File: src/rtl/rca_seq_ctrl_if.sv
// Request/result handshake bundle for the multi-precision add/subtract sequencer.
// The master is the requesting datapath; the slave is the sequencer.
interface rca_seq_ctrl_if #(
  parameter int SIZE  = 4,
  parameter int WORDS = 4
);
  localparam int W = SIZE * WORDS;

  logic         req_valid;
  logic         req_ready;
  logic [W-1:0] req_a;
  logic [W-1:0] req_b;
  logic         req_cin;
  logic         req_sub;

  logic         res_valid;
  logic         res_ready;
  logic [W-1:0] res_sum;
  logic         res_cout;
  logic         res_ovf;

  modport master (
    output req_valid, req_a, req_b, req_cin, req_sub, res_ready,
    input  req_ready, res_valid, res_sum, res_cout, res_ovf
  );

  modport slave (
    input  req_valid, req_a, req_b, req_cin, req_sub, res_ready,
    output req_ready, res_valid, res_sum, res_cout, res_ovf
  );
endinterface

File: src/rtl/rca_seq_ctrl.sv
// Multi-precision add/subtract sequencer. Walks one external SIZE-bit ripple
// carry adder slice across WORDS cycles, LSB slice first, carrying between
// slices through a register so the adder remains a pure combinational block.
module rca_seq_ctrl #(
  parameter int SIZE  = 4,
  parameter int WORDS = 4
) (
  input  logic            clk,
  input  logic            rst,
  rca_seq_ctrl_if.slave   bus,
  output logic            busy,
  output logic [SIZE-1:0] add_a,
  output logic [SIZE-1:0] add_b,
  output logic            add_cin,
  input  logic [SIZE-1:0] add_s,
  input  logic            add_cout
);

  localparam int W  = SIZE * WORDS;
  // Keep the index at least one bit wide so WORDS=1 still elaborates.
  localparam int IW = (WORDS > 1) ? $clog2(WORDS) : 1;

  typedef enum logic [1:0] {
    IDLE = 2'd0,
    RUN  = 2'd1,
    DONE = 2'd2
  } state_t;

  state_t          state_reg;
  logic [IW-1:0]   idx_reg;
  logic            carry_reg;
  logic [W-1:0]    a_reg;
  logic [W-1:0]    b_reg;      // already inverted for subtract
  logic [W-1:0]    sum_reg;
  logic            cout_reg;
  logic            ovf_reg;
  logic            req_ready_reg;
  logic            res_valid_reg;
  logic            busy_reg;

  // Slice views of the captured operands, indexed by the running slice number.
  logic [SIZE-1:0] a_words [WORDS];
  logic [SIZE-1:0] b_words [WORDS];

  genvar gi;
  generate
    for (gi = 0; gi < WORDS; gi++) begin : g_slice
      assign a_words[gi] = a_reg[gi*SIZE +: SIZE];
      assign b_words[gi] = b_reg[gi*SIZE +: SIZE];
    end
  endgenerate

  // Present the current slice to the adder only while running; zero otherwise.
  always_comb begin
    add_a   = '0;
    add_b   = '0;
    add_cin = 1'b0;
    if (state_reg == RUN) begin
      add_a   = a_words[idx_reg];
      add_b   = b_words[idx_reg];
      add_cin = carry_reg;
    end
  end

  // Sequencer FSM: capture, ripple slice by slice, then hold the result.
  always_ff @(posedge clk or posedge rst) begin
    if (rst) begin
      state_reg     <= IDLE;
      idx_reg       <= '0;
      carry_reg     <= 1'b0;
      a_reg         <= '0;
      b_reg         <= '0;
      sum_reg       <= '0;
      cout_reg      <= 1'b0;
      ovf_reg       <= 1'b0;
      req_ready_reg <= 1'b1;
      res_valid_reg <= 1'b0;
      busy_reg      <= 1'b0;
    end else begin
      case (state_reg)
        IDLE: begin
          if (bus.req_valid) begin
            a_reg         <= bus.req_a;
            b_reg         <= bus.req_sub ? ~bus.req_b : bus.req_b;
            // Subtract is A + ~B + 1, so the caller's carry-in is dropped.
            carry_reg     <= bus.req_sub ? 1'b1 : bus.req_cin;
            idx_reg       <= '0;
            cout_reg      <= 1'b0;
            ovf_reg       <= 1'b0;
            req_ready_reg <= 1'b0;
            busy_reg      <= 1'b1;
            state_reg     <= RUN;
          end
        end
        RUN: begin
          for (int i = 0; i < WORDS; i++) begin
            if (idx_reg == IW'(i)) sum_reg[i*SIZE +: SIZE] <= add_s;
          end
          carry_reg <= add_cout;
          if (idx_reg == IW'(WORDS - 1)) begin
            // The MSB slice sum arrives now, so overflow is resolved on this edge.
            cout_reg      <= add_cout;
            ovf_reg       <= (a_reg[W-1] == b_reg[W-1]) &&
                             (add_s[SIZE-1] != a_reg[W-1]);
            res_valid_reg <= 1'b1;
            state_reg     <= DONE;
          end else begin
            idx_reg <= idx_reg + 1'b1;
          end
        end
        DONE: begin
          if (bus.res_ready) begin
            res_valid_reg <= 1'b0;
            req_ready_reg <= 1'b1;
            busy_reg      <= 1'b0;
            idx_reg       <= '0;
            state_reg     <= IDLE;
          end
        end
        default: begin
          state_reg     <= IDLE;
          req_ready_reg <= 1'b1;
          res_valid_reg <= 1'b0;
          busy_reg      <= 1'b0;
        end
      endcase
    end
  end

  assign bus.req_ready = req_ready_reg;
  assign bus.res_valid = res_valid_reg;
  assign bus.res_sum   = sum_reg;
  assign bus.res_cout  = cout_reg;
  assign bus.res_ovf   = ovf_reg;
  assign busy          = busy_reg;

endmodule
File: src/flat_wrapper.sv
// flat-port wrapper written by rule: the top's interface ports become plain ports
module rca_seq_ctrl_flat 
#(
  parameter int SIZE  = 4,
  parameter int WORDS = 4
)
  (clk, rst, busy, add_a, add_b, add_cin, add_s, add_cout, bus_req_valid, bus_req_a, bus_req_b, bus_req_cin, bus_req_sub, bus_res_ready, bus_req_ready, bus_res_valid, bus_res_sum, bus_res_cout, bus_res_ovf);
  rca_seq_ctrl_if #(.SIZE(SIZE), .WORDS(WORDS)) bus_i ();
  input  logic clk;
  input  logic rst;
  output logic busy;
  output logic [SIZE-1:0] add_a;
  output logic [SIZE-1:0] add_b;
  output logic add_cin;
  input  logic [SIZE-1:0] add_s;
  input  logic add_cout;
  input wire logic [$bits(bus_i.req_valid)-1:0] bus_req_valid;
  input wire logic [$bits(bus_i.req_a)-1:0] bus_req_a;
  input wire logic [$bits(bus_i.req_b)-1:0] bus_req_b;
  input wire logic [$bits(bus_i.req_cin)-1:0] bus_req_cin;
  input wire logic [$bits(bus_i.req_sub)-1:0] bus_req_sub;
  input wire logic [$bits(bus_i.res_ready)-1:0] bus_res_ready;
  output wire logic [$bits(bus_i.req_ready)-1:0] bus_req_ready;
  output wire logic [$bits(bus_i.res_valid)-1:0] bus_res_valid;
  output wire logic [$bits(bus_i.res_sum)-1:0] bus_res_sum;
  output wire logic [$bits(bus_i.res_cout)-1:0] bus_res_cout;
  output wire logic [$bits(bus_i.res_ovf)-1:0] bus_res_ovf;
  assign bus_i.req_valid = bus_req_valid;
  assign bus_i.req_a = bus_req_a;
  assign bus_i.req_b = bus_req_b;
  assign bus_i.req_cin = bus_req_cin;
  assign bus_i.req_sub = bus_req_sub;
  assign bus_i.res_ready = bus_res_ready;
  assign bus_req_ready = bus_i.req_ready;
  assign bus_res_valid = bus_i.res_valid;
  assign bus_res_sum = bus_i.res_sum;
  assign bus_res_cout = bus_i.res_cout;
  assign bus_res_ovf = bus_i.res_ovf;
  rca_seq_ctrl #(.SIZE(SIZE), .WORDS(WORDS)) u_core (.clk(clk), .rst(rst), .bus(bus_i), .busy(busy), .add_a(add_a), .add_b(add_b), .add_cin(add_cin), .add_s(add_s), .add_cout(add_cout));
endmodule
File: config.mk
export PLATFORM = sky130hd
export DESIGN_NAME = rca_seq_ctrl_flat
export DESIGN_NICKNAME = d
export VERILOG_FILES = /design/src/rtl/rca_seq_ctrl_if.sv /design/src/rtl/rca_seq_ctrl.sv /design/src/flat_wrapper.sv
export SDC_FILE = /design/constraint.sdc
export NUM_CORES = 1
export LEC_CHECK = 0
export ABC_AREA = 1
export BUFFER_PORTS_ARGS = -buffer_cell sky130_fd_sc_hd__buf_2
export CAP_MARGIN = 30
export CORE_UTILIZATION = 35
export CTS_CLUSTER_SIZE = 30
export DETAILED_ROUTE_END_ITERATION = 12
export GPL_TIMING_DRIVEN = 0
export PLACE_DENSITY = 0.61
export RECOVER_POWER = 100
export REMOVE_ABC_BUFFERS = 1
export SYNTH_ARGS = -nofsm -noshare
export SYNTH_HDL_FRONTEND = slang
export SYNTH_SLANG_ARGS = --single-unit
File: constraint.sdc
create_clock -name clk -period 4.5 [get_ports clk]
set_clock_uncertainty 0.05 [all_clocks]
set_input_delay 0.9 -clock clk [delete_from_list [all_inputs] [get_ports clk]]
set_output_delay 0.9 -clock clk [all_outputs]
set_load 0.02 [all_outputs]
==> impl_metrics.env <==
export IMPL_outcome="finished, violations left"
export IMPL_violations="max-capacitance violations, max-slew violations"
export IMPL_synth_edf_count=0
export IMPL_clk_latency_ns=0.34
export IMPL_rsz0062_at_grt="no"
export IMPL_worst_slew_pin_slew_ns=2.16
export IMPL_setup_violations=0
export IMPL_p_per_area_nw_per_um2=724
export IMPL_post_drt_via_cell_ratio=4.47
export IMPL_min_period_over_period=0.758
export IMPL_cts_resized=0
export IMPL_drc=0
export IMPL_yosysTopAreaCell="dfrtp_1"
export IMPL_coreArea_um2=7690
export IMPL_yosys_warnings=0
export IMPL_worstPathArrival_ns=2.46
export IMPL_wl_per_cell_um=12.1
export IMPL_num_io_pins=73
export IMPL_hold_path_class="reg2reg"
export IMPL_die_height_um=90.8
export IMPL_yosysTopAreaCellShare=0.516
export IMPL_grt_pass1_wl_um=10500
export IMPL_yosys_top_cells_area="dfrtp_1, nand2_1, o21ai_0"
export IMPL_max_freq_mhz=293
export IMPL_vias=2282
export IMPL_initial_core_util=0.359
export IMPL_first_pass_iters=4
export IMPL_rows=32
export IMPL_htree_levels=3
export IMPL_power_leakage_nw=1.65
export IMPL_initialDrtViolationCount=111
export IMPL_antenna_found_initial=0
export IMPL_nNetsFinal=450
export IMPL_clk_pin_slew_ns=0.07
export IMPL_min_period_ns=3.41
export IMPL_area_delta_synth_final_pct=19.8
export IMPL_timing_slew_headroom=-0.443
export IMPL_ant_nets=0
export IMPL_synth_area_um2=2760
export IMPL_place_congestion=0.747
export IMPL_io_buffers=72
export IMPL_synthCells=334
export IMPL_ys_ff_latch=58
export IMPL_report_final_slew_viol_count=41
export IMPL_startpoint_type="flip-flop"
export IMPL_synthArstFlopShare=1.00
export IMPL_required_ns=3.55
export IMPL_cts_buffer_depth=2
export IMPL_drive_gt1_frac=0.147
export IMPL_chipWidth_um=90.8
export IMPL_die_area_um2=8250
export IMPL_tns_ns=0
export IMPL_grt_max_degree=41
export IMPL_hold_viol_final=0
export IMPL_clock_sinks=58
export IMPL_ir_worst_vdd_uv=221
export IMPL_maxCapViolCount=1
export IMPL_cts_setup_buffers=0
export IMPL_dp_hpwl_um=4230
export IMPL_crit_type="reg2out"
export IMPL_cp_end_kind="output pin"
export IMPL_avgSynthCellArea_um2=8.27
export IMPL_first_global_vias=2241
export IMPL_filler_cell_count=864
export IMPL_diodes=0
export IMPL_wl_um=6190
export IMPL_cp_max_fo=25
export IMPL_final_util=0.431
export IMPL_synth_seq_area_share=0.526
export IMPL_grt_overflow=0
export IMPL_grt_use_total=0.166
export IMPL_cts_buffers=9
export IMPL_synthFlopType="dfrtp_1"
export IMPL_ys_types=22
export IMPL_preCtsSetupSlack_ns=1.49
export IMPL_cts_tree="done"
export IMPL_fin_ws_ns=1.09
export IMPL_holdBufCountCts=0
export IMPL_clock_root_buffer="clkbuf_8"
stage by stage:
| stage | power (mW) | cell area (um^2) | std cells | hold slack [ns] |
|---|---|---|---|---|
| floorplan | 1.64 | 2670 | 319 | 0.400 |
| global placement | 1.96 | 3150 | 493 | 0.403 |
| detailed placement | 1.99 | 3170 | 494 | 0.413 |
| CTS | 2.49 | 3380 | 510 | 0.429 |
| global route | 2.63 | 3310 | 510 | 0.447 |
| finish | 2.40 | 3310 | 510 | 0.423 |
final timing paths:
path | from | endpoint | slack [ns] | depth (start not counted)
worst max-delay path | u_core.idx_reg[0]$_DFFE_PP0P_ | add_a[1] | 1.09 | 5
worst min-delay path | u_core.bus.req_ready$_DFFE_PP1P_ | u_core.bus.req_ready$_DFFE_PP1P_ | 0.42 | 2
worst max register to register | u_core.state_reg[1]$_DFFE_PP0P_ | u_core.carry_reg$_DFFE_PP0P_ | 1.92 | 5
worst min register to register | u_core.bus.req_ready$_DFFE_PP1P_ | u_core.bus.req_ready$_DFFE_PP1P_ | 0.42 | 2
max in group asynchronous | rst | u_core.b_reg[14]$_DFFE_PP0P_ | 1.32 | 3
min in group asynchronous | rst | u_core.bus.res_sum[9]$_DFFE_PP0P_ | 0.61 | 2
synth_stat cells, types with 2 or more instances:
master,instances
a21oi_1,9
buf_2,8
buf_4,2
buf_6,3
clkbuf_1,2
dfrtp_1,57
ha_1,4
inv_1,28
inv_2,2
nand2_1,117
nand2_2,5
nand3_1,11
nand4_1,2
nor2_1,10
o21ai_0,43
o21ai_1,10
xnor2_1,16
where the power goes:
group          internal [mW]  leakage [nW]  switching [mW]
Combinational          0.302         0.841           0.667
Clock                  0.259        0.0921           0.225
Sequential             0.773         0.715           0.171
Total                   1.33          1.65            1.06
layout make-up:
cell class	count	area, um^2	share of cell area
sequential	58	1450	0.439
multi-input combinational	230	1080	0.328
timing repair buffer	73	325	0.0983
tap	102	128	0.0386
clock buffer	9	124	0.0374
inverter	31	116	0.0352
clock inverter	7	78.8	0.0238
layer usage:
metal  track usage  share of wire  up-vias
li1              -              -     1188
met1         0.204           0.47     1032
met2         0.271           0.47       52
met3        0.0311          0.038       10
met4        0.0952          0.020        0
met5             0              0        -
placed cells by master (no fill, tap or decap), drive strengths merged, types with 3 or more instances in the layout:
| cell | synthesis | routed |
|---|---|---|
| clkinvlp | 0 | 3 |
| ha | 4 | 4 |
| a21oi | 9 | 9 |
| clkbuf | 2 | 41 |
| nor2 | 11 | 11 |
| inv | 30 | 31 |
| dfrtp | 57 | 57 |
| nand3 | 11 | 11 |
| xnor2 | 16 | 16 |
| nand2 | 122 | 122 |
| clkinv | 1 | 3 |
| buf | 13 | 41 |
| o21ai | 53 | 53 |
worst max-delay path, stage by stage, from the launching register on:
cell      delay, ns
dfrtp_1        0.92
inv_1          0.50
nand2_1        0.18
nand3_1        0.08
a21oi_1        0.18
clkbuf_1       0.26
logic make-up (layout without fill, tap and decap cells):
family / Yosys count / after routing / synth area share
adders and majority gates: 4 / 4 / 0.0181
DFF: 58 / 58 / 0.526
xor gates and xnor gates: 16 / 16 / 0.0507
and+or+nand+nor: 147 / 147 / 0.213
AOI/OAI and AO/OA: 63 / 63 / 0.115
buffers and inverters: 46 / 120 / 0.0770
No activity file was read; power rests on OpenSTA's default activity.
